<file path="src/rtl/seg_scanner.sv">
// Four-digit multiplexed seven-segment scanner with frame-synchronous value update
// and optional leading-zero suppression.
module seg_scanner #(
    parameter int unsigned TICK_CYCLES = 50000
) (
    input  logic        clk,
    input  logic        rst,
    input  logic        load,
    input  logic [15:0] din,
    input  logic [3:0]  point_in,
    input  logic [3:0]  blank_in,
    input  logic        lz_en,
    output logic        ack,
    output logic [3:0]  an,
    output logic [3:0]  data,
    output logic        point,
    output logic        LE
);

    localparam int unsigned CntW = (TICK_CYCLES > 2) ? $clog2(TICK_CYCLES) : 1;
    localparam logic [CntW-1:0] TickMax = CntW'(TICK_CYCLES - 1);

    logic [CntW-1:0] tick_q, tick_d;
    logic [1:0]      idx_q, idx_d;
    logic [15:0]     act_val_q, act_val_d;
    logic [3:0]      act_pt_q, act_pt_d;
    logic [3:0]      act_blk_q, act_blk_d;
    logic [15:0]     pend_val_q, pend_val_d;
    logic [3:0]      pend_pt_q, pend_pt_d;
    logic [3:0]      pend_blk_q, pend_blk_d;
    logic            pend_v_q, pend_v_d;
    logic            ack_q, ack_d;

    logic wrap, xfer;
    logic [3:0] zero_from;
    logic [3:0] sup;

    always_comb begin
        wrap       = (tick_q == TickMax);
        xfer       = wrap && (idx_q == 2'd3) && pend_v_q;
        tick_d     = wrap ? '0 : tick_q + CntW'(1);
        idx_d      = wrap ? idx_q + 2'd1 : idx_q;
        act_val_d  = act_val_q;
        act_pt_d   = act_pt_q;
        act_blk_d  = act_blk_q;
        pend_val_d = pend_val_q;
        pend_pt_d  = pend_pt_q;
        pend_blk_d = pend_blk_q;
        pend_v_d   = pend_v_q;
        ack_d      = xfer;
        // Transfer uses the old pending contents; a same-cycle load becomes the new pending.
        if (xfer) begin
            act_val_d = pend_val_q;
            act_pt_d  = pend_pt_q;
            act_blk_d = pend_blk_q;
            pend_v_d  = 1'b0;
        end
        if (load) begin
            pend_val_d = din;
            pend_pt_d  = point_in;
            pend_blk_d = blank_in;
            pend_v_d   = 1'b1;
        end
    end

    always_ff @(posedge clk) begin
        if (rst) begin
            tick_q     <= '0;
            idx_q      <= 2'd0;
            act_val_q  <= 16'h0000;
            act_pt_q   <= 4'b0000;
            act_blk_q  <= 4'b1111;
            pend_val_q <= 16'h0000;
            pend_pt_q  <= 4'b0000;
            pend_blk_q <= 4'b0000;
            pend_v_q   <= 1'b0;
            ack_q      <= 1'b0;
        end else begin
            tick_q     <= tick_d;
            idx_q      <= idx_d;
            act_val_q  <= act_val_d;
            act_pt_q   <= act_pt_d;
            act_blk_q  <= act_blk_d;
            pend_val_q <= pend_val_d;
            pend_pt_q  <= pend_pt_d;
            pend_blk_q <= pend_blk_d;
            pend_v_q   <= pend_v_d;
            ack_q      <= ack_d;
        end
    end

    // zero_from[k]: nibbles k..3 of the active value are all zero.
    always_comb begin
        zero_from[3] = (act_val_q[15:12] == 4'h0);
        zero_from[2] = zero_from[3] && (act_val_q[11:8] == 4'h0);
        zero_from[1] = zero_from[2] && (act_val_q[7:4] == 4'h0);
        zero_from[0] = zero_from[1] && (act_val_q[3:0] == 4'h0);
        sup          = {zero_from[3:1], 1'b0} & {4{lz_en}};
    end

    always_comb begin
        ack   = ack_q;
        an    = ~(4'b0001 << idx_q);
        data  = act_val_q[{idx_q, 2'b00} +: 4];
        LE    = ~(act_blk_q[idx_q] | sup[idx_q]);
        point = act_pt_q[idx_q] & LE;
    end

endmodule
</file>
<file path="config.mk">
export PLATFORM = sky130hd
export DESIGN_NAME = seg_scanner
export DESIGN_NICKNAME = d
export VERILOG_FILES = /design/src/rtl/seg_scanner.sv
export SDC_FILE = /design/constraint.sdc
export NUM_CORES = 1
export LEC_CHECK = 0
export ABC_AREA = 1
export BUFFER_PORTS_ARGS = -buffer_cell sky130_fd_sc_hd__buf_2
export CORE_ASPECT_RATIO = 0.6
export CORE_UTILIZATION = 60
export CTS_CLUSTER_DIAMETER = 60
export DETAILED_ROUTE_END_ITERATION = 8
export HOLD_SLACK_MARGIN = 0.05
export PLACE_DENSITY_LB_ADDON = 0.08
export SYNTH_ARGS = -nofsm -noshare
export SYNTH_HDL_FRONTEND = slang
export SYNTH_SLANG_ARGS = --single-unit
</file>
<file path="constraint.sdc">
create_clock -name clk -period 3.36 [get_ports clk]
set_input_delay 0.672 -clock clk [delete_from_list [all_inputs] [get_ports clk]]
set_output_delay 0.672 -clock clk [all_outputs]
set_load 0.03 [all_outputs]
</file>
==> results.py <==
metrics = {
    "global_routing": {
        "grt_max_degree": 29,
        "antenna_found_initial": 0,
        "grt_usage": 0.2932,
        "grt_pass1_vias": 2283,
        "grt-ovfl-total": 0,
        "grt_pass1_wl_mm": 11.61,
    },
    "synth": {
        "synth_area_um2": 2995,
        "ys_seq_elements": 68,
        "syn_inst": 403,
        "syn_avg_cell_area_um2": 7.433,
        "synth_nets": 436,
        "ys.warnings.count": 0,
        "yosysUniqueCellTypes": 28,
        "yosysSeqAreaShare": 0.4545,
    },
    "final_layout": {
        "n_antenna_cell": 0,
        "layout_commonest_cell": "nor2_1",
        "fin_nets": 465,
        "syn_to_final_growth_pct": 13.53,
        "drive_gt1_frac": 0.1625,
        "final_cells": 500,
        "fin_area_um2": 3401,
        "layout_common_cells": "nor2_1 (84), dfxtp_1 (68), nand2_1 (47), o21ai_0 (39), buf_2 (38)",
    },
    "outcome": {
        "outcome": "finished, final reports clean",
    },
    "cts": {
        "clk_path_buf_depth": 2,
        "htree_num_levels": 3,
        "holdBufCountCts": 0,
        "cts_buffers": 9,
        "clk_pin_slew_worst_paths_ns": 0.07,
        "clk_latency_ns": 0.34,
        "clkSinkCount": 68,
        "post_cts_resized": 0,
        "cts_tree": "done",
        "cts_setup_buffers": 0,
        "root_buffer": "clkbuf_8",
    },
    "setup_path": {
        "arrival_ns": 2.15,
        "rr_worst_depth": 5,
        "path_max_fanout": 17,
        "max_stage_delay_ns": 0.61,
        "slowest_stage": "dfxtp_1",
        "start_kind": "flip-flop",
        "crit_path_end_kind": "output pin",
        "critPathRequiredTime_ns": 2.69,
        "crit_chain": "inv_1 > o21ai_0 > o22a_1 > nand2_1 > a21oi_1 > buf_2",
        "worstSetupPathType": "reg2out",
        "crit_buf_inv": 2,
        "critical_path_depth": 6,
        "crit_family": "flip-flops",
    },
    "route": {
        "via_count": 2764,
        "drc": 0,
        "finalWirelength_mm": 7.193,
        "firstDrtPassIters": 5,
        "wl_met2_mm": 2.558,
        "post_drt_via_cell_ratio": 5.528,
        "dr.max_layer_used": "met4",
        "drtAntennaViolNets": 0,
        "met3_length_um": 703,
        "wl_per_cell_um": 14.39,
        "drt_iter0_drc": 296,
        "wl_met1_mm": 3.883,
    },
    "power": {
        "ir_drop_v": 0.0003824,
        "p_per_area_nw_per_um2": 510.4,
        "cellLeakagePower_nw": 1.330,
    },
    "floorplan": {
        "initial_core_util": 0.6396,
        "core-area_um2": 4683,
        "die_height_um": 56.73,
        "rows": 19,
        "dieWidth_um": 93.22,
        "dieArea_um2": 5288,
        "ios": 39,
    },
    "sta": {
        "setup_viol": 0,
        "maxSlewViolCount": 0,
        "finClkSkew_ns": 0.007997,
        "worst_slew_pin_slew_ns": 0.6915,
        "setup_tns_ns": 0,
        "max_slew_margin": 0.5385,
        "setup_slack_ns": 0.5371,
        "layout_min_cycle_time_ns": 2.823,
        "rsz0062_at_grt": "no",
        "fmax_ghz": 0.3542,
        "fin_crit_sh": 0.8402,
        "hold_viol": 0,
    },
    "placement": {
        "dp.cells": 484,
        "dp_hpwl_mm": 5.017,
        "place_area_um2": 3153,
        "dpl_worst_slack_ns": 0.9575,
        "place_congestion": 0.9210,
        "port_buffers": 38,
    },
    "job": {
        "drv_cap": 0,
    },
    "min_path": {
        "hp-class": "reg2reg",
        "worstHoldPathCells": 1,
    },
}
[metal layers]
layer	vias up	global-route usage
li1	1405	-
met1	1218	0.5000
met2	136	0.3309
met3	5	0.08537
met4	0	0.07912
met5	-	0
[cell type report]
cell class,instances,area (um^2)
Multi-Input combinational cell,284,1395
Inverter,28,105.1
Clock buffer,9,123.9
Sequential cell,68,1361
Timing Repair Buffer,41,212.7
Clock inverter,7,123.9
Tap cell,63,78.83
Fill cell,382,1282
[cells in the mapped netlist]
cell type / n / area share
nand2_1: 47 / 0.059
clkbuf_1: 12 / 0.015
nand3_2: 2 / 0.0067
nor3_1: 6 / 0.010
ha_1: 5 / 0.021
buf_8: 2 / 0.010
nand4_1: 30 / 0.063
buf_1: 1 / 0.0013
nor2_4: 2 / 0.0075
dfxtp_1: 68 / 0.45
buf_2: 5 / 0.0084
buf_6: 2 / 0.0075
nor4_1: 1 / 0.0021
o32ai_1: 1 / 0.0029
nand2_2: 3 / 0.0063
o22a_1: 1 / 0.0029
nor3b_1: 1 / 0.0025
nor2_2: 3 / 0.0063
inv_2: 4 / 0.0050
clkinv_1: 1 / 0.0013
nor2_1: 84 / 0.11
inv_1: 23 / 0.029
o22ai_1: 2 / 0.0042
a21oi_1: 35 / 0.058
buf_4: 1 / 0.0025
o21ai_0: 39 / 0.065
nand3_1: 17 / 0.028
xor2_1: 5 / 0.015
[power by group]
group	internal, mW	switching, mW	leakage (nW)
sequential	0.829	0.0157	0.555
combinational	0.0269	0.0473	0.655
clock	0.498	0.319	0.120
[sequential cells by signal, indices dropped and copies added, names as in the netlist]
| signal | cells |
|---|---|
| pend_blk_q | 4 |
| pend_pt_q | 4 |
| tick_q | 16 |
| act_blk_q | 4 |
| pend_v_q | 1 |
| pend_val_q | 16 |
| act_pt_q | 4 |
| idx_q | 2 |
| ack | 1 |
| act_val_q | 16 |
[kinds of logic after synthesis]
group	Yosys count	share of synthesized area
AND/OR/NAND/NOR	196	0.2966
AO/OA/AOI/OAI	78	0.1337
flip-flops	68	0.4545
XOR/XNOR	5	0.01462
adder cells (fa/ha/maj)	5	0.02089
buffers and inverters	51	0.07978
[worst paths after layout]
kind | from | end | slack, ns
max | idx_q[0] | point | 0.54
min | tick_q[0] | tick_q[0] | 0.47
max reg2reg | idx_q[0] | act_val_q[10] | 1.28
min reg2reg | tick_q[0] | tick_q[0] | 0.47
[through the flow]
| step | hold slack (ns) | power (mW) | utilization |
|---|---|---|---|
| finish | 0.4655 | 1.736 | 0.7262 |
| global route | 0.4814 | 1.793 | 0.7262 |
| CTS | 0.4693 | 1.745 | 0.7262 |
| detailed placement | 0.4536 | 0.9356 | 0.6733 |
| global placement | 0.4283 | 0.9324 | 0.6733 |
| floorplan | 0.4175 | 0.9060 | - |
Note: power is estimated with default switching activity, not from simulation.
